File: src/rtl/omsp_spm_protect_seq_if.sv
// Request/SPM-control/key-source signals of the protect sequencer.
// master = sequencer side, slave = environment (decode, control array, key source).
interface omsp_spm_protect_seq_if #(
  parameter int KEY_IDX_SIZE = 2
);
  logic                    start;
  logic                    start_enable;
  logic                    violation;
  logic                    key_sel_valid;
  logic                    kd_valid;
  logic [15:0]             kd_data;
  logic                    kd_ready;
  logic                    update_spm;
  logic                    enable_spm;
  logic [15:0]             spm_key_select;
  logic                    write_key;
  logic [15:0]             key_in;
  logic [KEY_IDX_SIZE-1:0] key_idx;
  logic                    busy;
  logic                    done;
  logic [1:0]              status;
  logic [15:0]             result_id;

  modport master (
    input  start, start_enable, violation, key_sel_valid, kd_valid, kd_data,
    output kd_ready, update_spm, enable_spm, spm_key_select, write_key,
           key_in, key_idx, busy, done, status, result_id
  );

  modport slave (
    output start, start_enable, violation, key_sel_valid, kd_valid, kd_data,
    input  kd_ready, update_spm, enable_spm, spm_key_select, write_key,
           key_in, key_idx, busy, done, status, result_id
  );
endinterface

File: src/rtl/omsp_spm_protect_seq.sv
// Sequences one SPM protect/unprotect: update pulse, violation/slot check, key streaming.
// Key words land one cycle after their kd handshake; new starts are dropped while busy.
module omsp_spm_protect_seq #(
  parameter int SECURITY     = 64,
  parameter int KEY_IDX_SIZE = 2,
  parameter int KEY_TIMEOUT  = 255
) (
  input  logic                   mclk,
  input  logic                   puc_rst_n,
  omsp_spm_protect_seq_if.master bus
);
  localparam int                      NWORDS    = SECURITY / 16;
  localparam logic [KEY_IDX_SIZE-1:0] LAST_WORD = KEY_IDX_SIZE'(NWORDS - 1);
  localparam logic [7:0]              TMO_LAST  = 8'(KEY_TIMEOUT - 1);

  typedef enum logic [2:0] {IDLE, UPDATE, CHECK, KEY, DONE} state_t;

  state_t                  state, state_nxt;
  logic                    en_q;
  logic                    viol_q;
  logic [15:0]             cur_id;
  logic [15:0]             shadow_id;
  logic [KEY_IDX_SIZE-1:0] word_cnt;
  logic [7:0]              tmo_cnt;
  logic [1:0]              status_nxt;

  always_ff @(posedge mclk or negedge puc_rst_n) begin
    if (!puc_rst_n) state <= IDLE;
    else            state <= state_nxt;
  end

  always_comb begin
    state_nxt  = state;
    status_nxt = 2'd0;
    case (state)
      IDLE:   if (bus.start) state_nxt = UPDATE;
      UPDATE: state_nxt = CHECK;
      CHECK: begin
        if (viol_q | bus.violation) begin
          state_nxt  = DONE;
          status_nxt = 2'd1;
        end else if (!en_q) begin
          state_nxt  = DONE;
        end else if (!bus.key_sel_valid) begin
          state_nxt  = DONE;
          status_nxt = 2'd2;
        end else begin
          state_nxt  = KEY;
        end
      end
      KEY: begin
        if (bus.violation) begin
          state_nxt  = DONE;
          status_nxt = 2'd1;
        end else if (bus.kd_valid) begin
          if (word_cnt == LAST_WORD) state_nxt = DONE;
        end else if (tmo_cnt == TMO_LAST) begin
          state_nxt  = DONE;
          status_nxt = 2'd3;
        end
      end
      DONE:    state_nxt = IDLE;
      default: state_nxt = IDLE;
    endcase
  end

  always_comb begin
    bus.update_spm     = 1'b0;
    bus.enable_spm     = 1'b0;
    bus.kd_ready       = 1'b0;
    bus.spm_key_select = 16'h0000;
    bus.done           = 1'b0;
    bus.busy           = (state != IDLE);
    case (state)
      UPDATE: begin
        bus.update_spm = 1'b1;
        bus.enable_spm = en_q;
      end
      CHECK:  bus.spm_key_select = cur_id;
      KEY: begin
        bus.spm_key_select = cur_id;
        bus.kd_ready       = 1'b1;
      end
      DONE:   bus.done = 1'b1;
      default: ;
    endcase
  end

  // shadow_id tracks the control array's next-ID counter, so it must bump on
  // every protect update even when the array flags a violation.
  always_ff @(posedge mclk or negedge puc_rst_n) begin
    if (!puc_rst_n) begin
      en_q          <= 1'b0;
      viol_q        <= 1'b0;
      cur_id        <= 16'h0000;
      shadow_id     <= 16'h0001;
      word_cnt      <= '0;
      tmo_cnt       <= 8'd0;
      bus.status    <= 2'd0;
      bus.result_id <= 16'h0000;
      bus.write_key <= 1'b0;
      bus.key_in    <= 16'h0000;
      bus.key_idx   <= '0;
    end else begin
      bus.write_key <= 1'b0;
      case (state)
        IDLE: begin
          if (bus.start) begin
            en_q   <= bus.start_enable;
            cur_id <= shadow_id;
          end
        end
        UPDATE: begin
          viol_q <= bus.violation;
          if (en_q) shadow_id <= shadow_id + 16'd1;
        end
        CHECK: begin
          word_cnt <= '0;
          tmo_cnt  <= 8'd0;
        end
        KEY: begin
          // A word handshaken in the same cycle as a violation is discarded.
          if (!bus.violation) begin
            if (bus.kd_valid) begin
              bus.write_key <= 1'b1;
              bus.key_in    <= bus.kd_data;
              bus.key_idx   <= word_cnt;
              word_cnt      <= word_cnt + 1'b1;
              tmo_cnt       <= 8'd0;
            end else begin
              tmo_cnt <= tmo_cnt + 8'd1;
            end
          end
        end
        default: ;
      endcase
      if (state != DONE && state_nxt == DONE) begin
        bus.status    <= status_nxt;
        bus.result_id <= en_q ? cur_id : 16'h0000;
      end
    end
  end
endmodule
File: src/flat_wrapper.sv
// flat-port wrapper written by rule: the top's interface ports become plain ports
module omsp_spm_protect_seq_flat 
#(
  parameter int SECURITY     = 64,
  parameter int KEY_IDX_SIZE = 2,
  parameter int KEY_TIMEOUT  = 255
)
  (mclk, puc_rst_n, bus_start, bus_start_enable, bus_violation, bus_key_sel_valid, bus_kd_valid, bus_kd_data, bus_kd_ready, bus_update_spm, bus_enable_spm, bus_spm_key_select, bus_write_key, bus_key_in, bus_key_idx, bus_busy, bus_done, bus_status, bus_result_id);
  omsp_spm_protect_seq_if #(.KEY_IDX_SIZE(KEY_IDX_SIZE)) bus_i ();
  input  logic mclk;
  input  logic puc_rst_n;
  input wire logic [$bits(bus_i.start)-1:0] bus_start;
  input wire logic [$bits(bus_i.start_enable)-1:0] bus_start_enable;
  input wire logic [$bits(bus_i.violation)-1:0] bus_violation;
  input wire logic [$bits(bus_i.key_sel_valid)-1:0] bus_key_sel_valid;
  input wire logic [$bits(bus_i.kd_valid)-1:0] bus_kd_valid;
  input wire logic [$bits(bus_i.kd_data)-1:0] bus_kd_data;
  output wire logic [$bits(bus_i.kd_ready)-1:0] bus_kd_ready;
  output wire logic [$bits(bus_i.update_spm)-1:0] bus_update_spm;
  output wire logic [$bits(bus_i.enable_spm)-1:0] bus_enable_spm;
  output wire logic [$bits(bus_i.spm_key_select)-1:0] bus_spm_key_select;
  output wire logic [$bits(bus_i.write_key)-1:0] bus_write_key;
  output wire logic [$bits(bus_i.key_in)-1:0] bus_key_in;
  output wire logic [$bits(bus_i.key_idx)-1:0] bus_key_idx;
  output wire logic [$bits(bus_i.busy)-1:0] bus_busy;
  output wire logic [$bits(bus_i.done)-1:0] bus_done;
  output wire logic [$bits(bus_i.status)-1:0] bus_status;
  output wire logic [$bits(bus_i.result_id)-1:0] bus_result_id;
  assign bus_i.start = bus_start;
  assign bus_i.start_enable = bus_start_enable;
  assign bus_i.violation = bus_violation;
  assign bus_i.key_sel_valid = bus_key_sel_valid;
  assign bus_i.kd_valid = bus_kd_valid;
  assign bus_i.kd_data = bus_kd_data;
  assign bus_kd_ready = bus_i.kd_ready;
  assign bus_update_spm = bus_i.update_spm;
  assign bus_enable_spm = bus_i.enable_spm;
  assign bus_spm_key_select = bus_i.spm_key_select;
  assign bus_write_key = bus_i.write_key;
  assign bus_key_in = bus_i.key_in;
  assign bus_key_idx = bus_i.key_idx;
  assign bus_busy = bus_i.busy;
  assign bus_done = bus_i.done;
  assign bus_status = bus_i.status;
  assign bus_result_id = bus_i.result_id;
  omsp_spm_protect_seq #(.SECURITY(SECURITY), .KEY_IDX_SIZE(KEY_IDX_SIZE), .KEY_TIMEOUT(KEY_TIMEOUT)) u_core (.mclk(mclk), .puc_rst_n(puc_rst_n), .bus(bus_i));
endmodule
File: config.mk
export PLATFORM = sky130hd
export DESIGN_NAME = omsp_spm_protect_seq_flat
export DESIGN_NICKNAME = d
export VERILOG_FILES = /design/src/rtl/omsp_spm_protect_seq_if.sv /design/src/rtl/omsp_spm_protect_seq.sv /design/src/flat_wrapper.sv
export SDC_FILE = /design/constraint.sdc
export NUM_CORES = 1
export LEC_CHECK = 0
export ABC_AREA = 0
export CORE_ASPECT_RATIO = 0.9
export CORE_MARGIN = 5
export CORE_UTILIZATION = 30
export CTS_BUF_LIST = sky130_fd_sc_hd__clkbuf_16
export DETAILED_ROUTE_END_ITERATION = 8
export GPL_ROUTABILITY_DRIVEN = 0
export HOLD_SLACK_MARGIN = 0.12
export PLACE_DENSITY = 0.61
export RECOVER_POWER = 100
export SLEW_MARGIN = 30
export SYNTH_ARGS = -nofsm -noshare
export SYNTH_HDL_FRONTEND = slang
export SYNTH_SLANG_ARGS = --single-unit
File: constraint.sdc
create_clock -name mclk -period 2.6 [get_ports mclk]
set_clock_uncertainty 0.1 [all_clocks]
set_input_delay 0.26 -clock mclk [delete_from_list [all_inputs] [get_ports mclk]]
set_output_delay 0.26 -clock mclk [all_outputs]
set_load 0.005 [all_outputs]
## Yosys cells after proc, flatten, opt, wreduce, memory -nomap -nowiden

Index checks and enable logic that the tools add are counted.

| word-level totals | value |
|---|---|
| flip-flop bits (word level) | 84 |
| input bits | 23 |
| output and inout port bits | 58 |
| word-level logic and storage cells | 68 |

| cells by class | value |
|---|---|
| $add $sub $neg | 3 |
| eq/ne operators | 10 |
| multiplexer cells | 31 |
| bitwise operators | 2 |
| reduce and logical (&&, ||, !) cells | 10 |

Operators with widths:

| kind | number |
|---|---|
| $mux W16 | 2 |
| $mux W3 | 8 |
| $add A16 B1 Y16 const B | 1 |
| $mux W2 | 8 |
| $mux W8 | 2 |
| $pmux W8 S2 | 1 |
| $pmux W3 S4 | 1 |
| $add A8 B1 Y8 const B | 1 |
| $eq A8 B8 Y1 const B | 1 |
| $pmux W2 S2 | 2 |
| $mux W1 | 7 |
| $eq A3 B2 Y1 const B | 2 |
| $eq A3 B3 Y1 const B | 2 |
| $reduce_and A2 Y1 | 3 |
| $reduce_and A3 Y1 | 2 |
| $ne A2 B2 Y1 const B | 2 |
| $eq A3 B1 Y1 const B | 1 |
| $logic_not A3 Y1 | 1 |
| $ne A3 B3 Y1 const B | 1 |
| $reduce_bool A3 Y1 | 1 |
| $add A2 B1 Y2 const B | 1 |
| $eq A2 B2 Y1 const B | 1 |
| $reduce_bool A2 Y1 | 1 |
| $reduce_or A2 Y1 | 1 |
| 3 further kinds | 3 |

## Depth between registers and ports, before layout

Gate-level depths: netlist of run 1.

| depth | value |
|---|---|
| depth after elaboration | 7 |
| mapped depth | 7 |
| mapped depth without buffers | 6 |

## Least setup slack after synthesis of run 1

Ideal clock, no wire load.

| timing | value |
|---|---|
| kind | register -> register |
| start point | reg u_core.state[0] |
| end point | reg u_core.cur_id[10] |
| setup time | 125 ps |
| arrival time | 1590 ps |
| setup slack | 786 ps |
| stages on the path, launching flop included | 5 |
| cells stage by stage | dfrtp_1 > or3_1 > nor2_4 > buf_4 > mux2_2 |

| on the way | value |
|---|---|
| word-level cells in the longest chain between the ends | 2 |

Ends and longest elaborated chain:

| element | line | RTL |
|---|---|---|
| start: declaration | omsp_spm_protect_seq.sv:18 | `state_t state, state_nxt;` |
| start signal: assignment | omsp_spm_protect_seq.sv:29 | `else state <= state_nxt;` |
| $logic_not A3 Y1 | omsp_spm_protect_seq.sv:106 | `case (state)` |
| $reduce_and A2 Y1 (no source line) | -- |  |
| end signal: assignment | omsp_spm_protect_seq.sv:110 | `cur_id <= shadow_id;` |
| end: declaration | omsp_spm_protect_seq.sv:21 | `logic [15:0] cur_id;` |

Every way passes these cells.
A chain may end at the register's enable or synchronous reset.

## Final worst setup path of run 1

| timing | value |
|---|---|
| start point | reg u_core.state[1] |
| end point | out bus_spm_key_select[15] |

| on the way | value |
|---|---|
| word-level cells in the longest chain between the ends | 3 |
| elaborated cells on any way between the ends | 4 |

Ends and longest elaborated chain:

| element | line | RTL |
|---|---|---|
| $eq A3 B2 Y1 | omsp_spm_protect_seq.sv:74 | `case (state)` |
| $reduce_or A2 Y1 (no source line) * | -- |  |
| $mux W16 * | omsp_spm_protect_seq.sv:74 |  |
| end: declaration | flat_wrapper.sv:21 | `output wire logic [$bits(bus_i.spm_key_select)-1:0] bus_spm_key_select;` |

Mark *: on every way between the ends. The rest lies on a longest branch, timed or not.

==> impl_metrics.json, run 1 <==
{
  "outcome": "finished, final reports clean",
  "tightest_slew_ns": 1.158,
  "routed_via_density": 4.637,
  "ant_nets": 0,
  "vdd_drop_max_v": 0.0002918,
  "path_max_fanout": 17,
  "dpl.hpwl_mm": 5.961,
  "hold_path_class": "reg2reg",
  "n_fill_cell": 1118,
  "synth.area.top_cells": "dfrtp_1 (57%), mux2_2 (10%), a22o_1 (4.5%), xnor2_1 (2.9%), and2_1 (2.7%)",
  "ys_seq_area_share_pct": 57.22,
  "antenna_found_initial": 0,
  "ctsHtreeMaxLevel": 3,
  "synthCells": 291,
  "dieArea_um2": 14570,
  "nets": 405,
  "die_x_um": 126.7,
  "synth-seq-cells": 84,
  "syn_avg_cell_area_um2": 12.63,
  "crit_path_end_kind": "primary output",
  "netlist_top_cells_count": "dfrtp_1 (83), mux2_2 (34), nand2_1 (25)",
  "crit_arrival_ns": 2.06,
  "tritoncts": "built",
  "drtIter0Drc": 189,
  "yosysTopAreaCell": "dfrtp_1",
  "clk_pin_slew_ns": 0.06,
  "cts_root_buffer": "clkbuf_16",
  "antenna_cells": 0,
  "wl_mm": 8.404,
  "syn-cell-area_um2": 3676,
  "grt_setup_unrepaired": "false",
  "worstPathRequired_ns": 2.24,
  "p_leak_nw": 2.305,
  "async_flop_share_pct": 100.0,
  "cts_max_path_buffers": 2,
  "clock-sinks": 84,
  "dr.pass1.iters": 4,
  "timing.final.max_slew_violations": 0,
  "grt_pass1_vias": 2653,
  "cts-buffers-inserted": 9,
  "grt_usage_pct": 12.05,
  "vias": 2518,
  "yosysUniqueCellTypes": 46,
  "grt_pass1_wl_mm": 13.89,
  "cpMaxStageDelayCell": "dlygate4sd3_1",
  "total_power_mw": 4.156,
  "critPathKind": "reg2out",
  "portBuffers": 80,
  "core_area_um2": 12030,
  "grt_overflow": 0,
  "grt_max_degree": 85,
  "syn_nets": 318,
  "hold_viol_final": 0,
  "fin_util_pct": 40.58,
  "start_util_pct": 30.56,
  "cap_violations": 0,
  "wire_per_inst_um": 15.48,
  "clkLatencyLatePin_ns": 0.33,
  "slew_headroom_pct": 22.79,
  "setup_tns_ns": 0,
  "synth_edf_count": 0,
  "synth.most_common_cell": "dfrtp_1",
  "clock.fmax_mhz": 413.9,
  "rows": 38,
  "fin_ws_ns": 0.1839,
  "drive_gt1_share_pct": 16.45,
  "powerDensity_nw_per_um2": 851.5,
  "die_h_um": 115.0,
  "cts_resized": 0,
  "slowest_delay_ns": 0.58,
  "dp_slack_ns": 0.4566,
  "synth_top_area_share_pct": 56.50,
  "io_pins": 81,
  "period_needed_ns": 2.416,
  "area_growth_syn_to_layout_pct": 32.78,
  "fin_hold_ws_ns": 0.3737,
  "synth_flop_cell": "dfrtp_1",
  "setup_viol": 0,
  "synth_warnings": 0,
  "period_share_pct": 92.93,
  "route.detailed.drc": 0,
  "crit_chain": "nor2b_1, buf_4, and2_1, dlygate4sd3_1",
  "start_kind": "flop"
}
-- layout make-up --
class                           count  area (um2)  area share (%)
Timing Repair Buffer               87       839.6           17.20
Tap cell                          160       200.2           4.102
Sequential cell                    84        2103           43.09
Clock buffer                        9       225.2           4.614
Multi-Input combinational cell    185        1413           28.94
Inverter                           11       41.29          0.8459
Clock inverter                      7       58.81           1.205
-- registers in the layout, summed over array words and instances (netlist names) --
register,cells
u_core.bus.key_in,16
u_core.bus.result_id,16
u_core.cur_id,16
u_core.shadow_id,16
u_core.tmo_cnt,8
u_core.state,3
u_core.bus.key_idx,2
u_core.bus.status,2
u_core.word_cnt,2
u_core.bus.write_key,1
u_core.en_q,1
u_core.viol_q,1
-- placed cells by master (no fill, tap or decap), types with 3 or more instances in the layout --
master	count
nand2_1	25
ha_1	4
o21ai_0	12
mux2_2	34
clkbuf_16	9
clkbuf_1	3
a22o_1	19
and2_0	10
xor2_1	5
xnor2_1	12
nand4_1	4
a21o_1	3
dlygate4sd3_1	49
or2_2	3
nor4_1	3
clkdlybuf4s50_1	31
nor2_1	8
inv_1	11
and2_1	6
nor3b_1	3
nand3_1	7
dfrtp_1	83
-- final timing paths --
kind                                       from                       to  slack [ns]  depth (start not counted)
max in group asynchronous             puc_rst_n    u_core.bus.key_idx[1]        1.03                          2
min in group asynchronous             puc_rst_n     u_core.bus.key_in[7]        0.58                          2
hold reg to reg            u_core.shadow_id[15]     u_core.shadow_id[15]        0.37                          1
setup / recovery                u_core.state[1]   bus_spm_key_select[15]        0.18                          4
setup reg to reg                u_core.state[0]  u_core.bus.result_id[2]        0.22                          5
hold / removal             u_core.shadow_id[15]     u_core.shadow_id[15]        0.37                          1
-- logic make-up after synthesis --
group,Yosys count,share of synthesized area [%]
AO/OA/AOI/OAI,45,9.939
XOR/XNOR,17,4.050
adder cells (fa/ha/maj),4,1.362
buffers and inverters,22,3.165
flip-flops,84,57.22
multiplexers,35,10.69
AND/OR/NAND/NOR,84,13.58
-- repair_timing --
action / CTS / global route
hold buffers: 1 / 0
hold endpoints to repair: 83 / 0
buffers inserted: 0 / 0
-- power breakdown --
group | switching [mW] | internal [mW] | leakage [nW]
sequential | 0.221 | 1.59 | 1.13
clock | 0.547 | 0.662 | 0.138
combinational | 0.506 | 0.634 | 1.04
-- routing by layer --
metal	global-route usage [%]	wire length, um	vias up
met4	4.074	134	0
met1	15.77	3830	1267
met2	19.61	4144	36
met5	0	0	-
li1	-	-	1205
met3	3.065	294	10
-- stage by stage --
step / instance area (um2) / cells
after floorplan: 3676 / 291
after global placement: 4644 / 526
after detailed placement: 4648 / 526
after CTS: 4942 / 543
after global routing: 4881 / 543
final: 4881 / 543
-- worst max-delay path: cells and delay by family, from the launching register on --
kind	cells	cell delay (ns)
DFF	1	0.47
and+or+nand+nor	2	0.41
buffers and inverters	2	0.84
Power figures use the tool's default switching activity.
==> inputs of run 2 (changes only) <==
CTS_CLUSTER_SIZE = 16   (was not set)
SLEW_MARGIN = 20   (was 30)
==> impl_metrics.json, run 2 (synthesis gave the netlist of run 1 again) <==
{
  "slowest_delay_ns": 0.58,
  "timing.final.max_slew_violations": 0,
  "cts_root_buffer": "clkbuf_16",
  "dr.pass1.iters": 4,
  "p_clk_share_pct": 29.2,
  "nets": 405,
  "cpMaxStageDelayCell": "dlygate4sd3_1",
  "fin_util_pct": 40.58,
  "final_area_um2": 4881,
  "final_common_cell": "dfrtp_1",
  "clock.fmax_mhz": 413.1,
  "cts_max_path_buffers": 2,
  "portBuffers": 80,
  "total_power_mw": 4.166,
  "setup_viol": 0,
  "n_fill_cell": 1138,
  "grt_pass1_vias": 2683,
  "regArea_um2": 2103,
  "start_util_pct": 30.56,
  "die_x_um": 126.7,
  "grt_pass1_wl_mm": 14.11,
  "vias": 2502,
  "p_seq_share_pct": 43.4,
  "drtIter0Drc": 218,
  "wire_per_inst_um": 15.56,
  "fin_hold_ws_ns": 0.3707,
  "hold_viol_final": 0,
  "crit_chain": "nor2b_1, buf_4, and2_1, dlygate4sd3_1",
  "route.detailed.drc": 0,
  "grt_usage_pct": 12.27,
  "path_max_fanout": 17,
  "io_pins": 81,
  "period_share_pct": 93.11,
  "cap_violations": 0,
  "setup_tns_ns": 0,
  "slew_headroom_pct": 22.52,
  "crit_path_end_kind": "primary output",
  "intPower_mw": 2.882,
  "rows": 38,
  "start_kind": "flop",
  "vdd_drop_max_v": 0.0002891,
  "antenna_found_initial": 0,
  "tritoncts": "built",
  "outcome": "finished, final reports clean",
  "clk_pin_slew_ns": 0.06,
  "crit_arrival_ns": 2.06,
  "p_comb_share_pct": 27.4,
  "tightest_slew_ns": 1.162,
  "die_h_um": 115.0,
  "ctsHtreeMaxLevel": 3,
  "critPathKind": "reg2out",
  "clock-sinks": 84,
  "routed_via_density": 4.608,
  "path_delay_family": "buffers and inverters",
  "antenna_cells": 0,
  "wl_mm": 8.450,
  "p_sw_share_pct": 30.82,
  "dpl.hpwl_mm": 5.957,
  "area_growth_syn_to_layout_pct": 32.78,
  "dieArea_um2": 14570,
  "grt_max_degree": 85,
  "hold_path_class": "reg2reg",
  "ant_nets": 0,
  "core_area_um2": 12030,
  "period_needed_ns": 2.421,
  "powerDensity_nw_per_um2": 853.5,
  "drive_gt1_share_pct": 16.45,
  "p_leak_nw": 2.301,
  "clkLatencyLatePin_ns": 0.33,
  "grt_overflow": 0,
  "cts-buffers-inserted": 9,
  "multi_input_area_um2": 1413,
  "cp_num_buf_inv": 2,
  "dpl_cell_area_um2": 4644,
  "worstPathRequired_ns": 2.24,
  "cts_setup_buffers": 0,
  "final_cell_mix": "dfrtp_1 (83), dlygate4sd3_1 (48), mux2_2 (34), clkdlybuf4s50_1 (32), nand2_1 (25)",
  "p_sw_mw": 1.284,
  "grt_setup_unrepaired": "false"
}
run 2: cell types whose count changed in the layout (fill, tap and decap cells not counted):
cell / delta
clkdlybuf4s50_1: +1
dlygate4sd3_1: -1
run 2: power by group through the flow:
stage / sequential (mW) / combinational (mW) / clock [mW]
after floorplan: 1.80 / 0.662 / 0
after global placement: 1.84 / 1.24 / 0
after detailed placement: 1.85 / 1.27 / 0
after CTS: 1.83 / 1.27 / 1.26
after global routing: 1.85 / 1.27 / 1.33
final: 1.81 / 1.14 / 1.22
run 2: area by class of cell:
type	count	share of cell area, %
Tap cell	160	4.102
Timing Repair Buffer	87	17.20
Clock inverter	7	1.205
Multi-Input combinational cell	185	28.94
Sequential cell	84	43.09
Clock buffer	9	4.614
Inverter	11	0.8459
run 2: final timing paths:
check	startpoint	to	slack, ns	depth (start not counted)
max	u_core.state[1]	bus_spm_key_select[15]	0.18	4
min	u_core.shadow_id[15]	u_core.shadow_id[15]	0.37	1
max reg2reg	u_core.state[0]	u_core.bus.result_id[2]	0.25	5
min reg2reg	u_core.shadow_id[15]	u_core.shadow_id[15]	0.37	1
max in group asynchronous	puc_rst_n	u_core.state[1]	1.03	2
min in group asynchronous	puc_rst_n	u_core.bus.key_in[12]	0.61	2
run 2: worst reg2reg max path, stage by stage (launching register included):
cell,delay [ns]
dfrtp_1,0.54
nor4b_1,0.58
a221o_2,0.29
a21boi_4,0.16
clkbuf_2,0.39
a22o_1,0.22
run 2: what timing repair did:
action | 4_1_cts | 5_1_grt
gates resized for setup | 0 | 0
hold buffers | 1 | 0
hold endpoints to repair | 83 | 0
run 2: metrics by stage:
| step | setup WS [ns] | cells |
|---|---|---|
| 2_1_floorplan | 0.7856 | 291 |
| 3_3_place_gp | 0.4835 | 526 |
| 3_5_place_dp | 0.4539 | 526 |
| 4_1_cts | 0.1796 | 543 |
| 5_1_grt | 0.03662 | 543 |
| 6_report | 0.1791 | 543 |
run 2: routing by layer:
metal  track usage (%)  part of all wire, %
met4             4.074                  1.0
met5                 0                    0
met1             15.96                   45
met3             3.251                  3.8
met2             20.03                   50
==> inputs of run 3 (changes only) <==
MAX_ROUTING_LAYER = met4   (was not set)
==> impl_metrics.json, run 3 (synthesis gave the netlist of run 1 again) <==
{
  "clkLatencyLatePin_ns": 0.33,
  "vias": 2524,
  "outcome": "finished, final reports clean",
  "dp_cells": 526,
  "total_power_mw": 4.161,
  "core_area_um2": 12030,
  "p_clk_share_pct": 29.1,
  "dieArea_um2": 14570,
  "period_share_pct": 93.06,
  "antenna_cells": 0,
  "vdd_drop_max_v": 0.0002894,
  "antenna_found_initial": 0,
  "p_leak_nw": 2.296,
  "nets": 405,
  "crit_chain": "nor2b_1, buf_4, and2_1, dlygate4sd3_1",
  "crit_arrival_ns": 2.06,
  "drive_gt1_share_pct": 16.45,
  "routed_via_density": 4.648,
  "dpl.hpwl_mm": 5.957,
  "final_cell_mix": "dfrtp_1 (83), dlygate4sd3_1 (47), mux2_2 (34), clkdlybuf4s50_1 (33), nand2_1 (25)",
  "setup_tns_ns": 0,
  "path_max_fanout": 17,
  "tightest_slew_ns": 1.149,
  "cts_root_buffer": "clkbuf_16",
  "hold_path_class": "reg2reg",
  "grt_pass1_vias": 2689,
  "route.detailed.drc": 0,
  "grt_setup_unrepaired": "false",
  "wl_mm": 8.439,
  "rows": 38,
  "dp_slack_ns": 0.4539,
  "start_util_pct": 30.56,
  "io_pins": 81,
  "area_growth_syn_to_layout_pct": 32.78,
  "period_needed_ns": 2.420,
  "p_sw_share_pct": 30.75,
  "portBuffers": 80,
  "fin_ws_ns": 0.1804,
  "grt_max_degree": 85,
  "intPower_mw": 2.882,
  "grt_overflow": 0,
  "die_h_um": 115.0,
  "tritoncts": "built",
  "p_sw_mw": 1.280,
  "cap_violations": 0,
  "clock-sinks": 84,
  "clk_pin_slew_ns": 0.06,
  "critPathKind": "reg2out",
  "wire_per_inst_um": 15.54,
  "p_seq_share_pct": 43.5,
  "grt_pass1_wl_mm": 14.10,
  "clock.fmax_mhz": 413.3,
  "dr.pass1.iters": 4,
  "die_x_um": 126.7,
  "fin_util_pct": 40.58,
  "fin_cells": 543,
  "slew_headroom_pct": 23.41,
  "p_comb_share_pct": 27.4,
  "cts_max_path_buffers": 2,
  "crit_path_end_kind": "primary output",
  "grt_usage_pct": 12.64,
  "timing.final.max_slew_violations": 0,
  "start_kind": "flop",
  "hold_viol_final": 0,
  "final_common_cell": "dfrtp_1",
  "cts-buffers-inserted": 9,
  "cpMaxStageDelayCell": "dlygate4sd3_1",
  "ctsHtreeMaxLevel": 3,
  "powerDensity_nw_per_um2": 852.6,
  "ant_nets": 0,
  "drtIter0Drc": 179,
  "worstPathRequired_ns": 2.24,
  "setup_viol": 0,
  "slowest_delay_ns": 0.59
}
[run 3: changes by cell type in the layout (fill, tap and decap cells not counted), sizes merged]
cell	delta
dlygate4sd3	-1
clkdlybuf4s50	+1
[run 3: per-layer routing]
layer	vias to the layer above	track usage, %	wire length, um
met5	-	-	0
met4	0	3.860	79
met3	7	2.973	270
met2	42	20.13	4211
met1	1270	16.11	3878
li1	1205	-	-
[run 3: final cells by class]
cell class                 instances  area [um2]
fill                            1138        7148
sequential                        84        2103
multi-input combinational        185        1413
timing repair buffer              87       839.6
clock buffer                       9       225.2
tap                              160       200.2
clock inverter                     7       58.81
inverter                          11       41.29
[run 3: what timing repair did]
item / 4_1_cts / 5_1_grt
buffers inserted: 0 / 0
resized for setup: 0 / 0
hold buffers: 1 / 0
endpoints found under the hold margin: 83 / 0
[run 3: worst max-delay path: cells and delay by family (launching register included)]
| family | cells | cell delay [ns] |
|---|---|---|
| buf+inv | 2 | 0.85 |
| flops | 1 | 0.48 |
| simple gates | 2 | 0.40 |
[run 3: path summary, 6_finish.rpt]
check,from,to,slack [ns],cells past startpoint
setup reg to reg,u_core.state[0],u_core.cur_id[1],0.25,3
min in group asynchronous,puc_rst_n,u_core.bus.key_in[12],0.62,2
setup / recovery,u_core.state[1],bus_spm_key_select[7],0.18,4
hold / removal,u_core.shadow_id[12],u_core.shadow_id[12],0.38,1
max in group asynchronous,puc_rst_n,u_core.state[1],1.05,2
hold reg to reg,u_core.shadow_id[12],u_core.shadow_id[12],0.38,1
[run 3: per-stage QoR]
stage / hold slack, ns / cell area [um2]
floorplan: -0.1356 / 3676
global placement: 0.3598 / 4644
detailed placement: 0.3663 / 4644
CTS: 0.3753 / 4938
global route: 0.4022 / 4881
finish: 0.3841 / 4881
[run 3: power groups by stage]
stage | combinational [mW] | sequential, mW | clock, mW
after global routing | 1.27 | 1.85 | 1.33
after detailed placement | 1.27 | 1.85 | 0
final | 1.14 | 1.81 | 1.21
after CTS | 1.27 | 1.83 | 1.26
after global placement | 1.24 | 1.84 | 0
after floorplan | 0.662 | 1.80 | 0
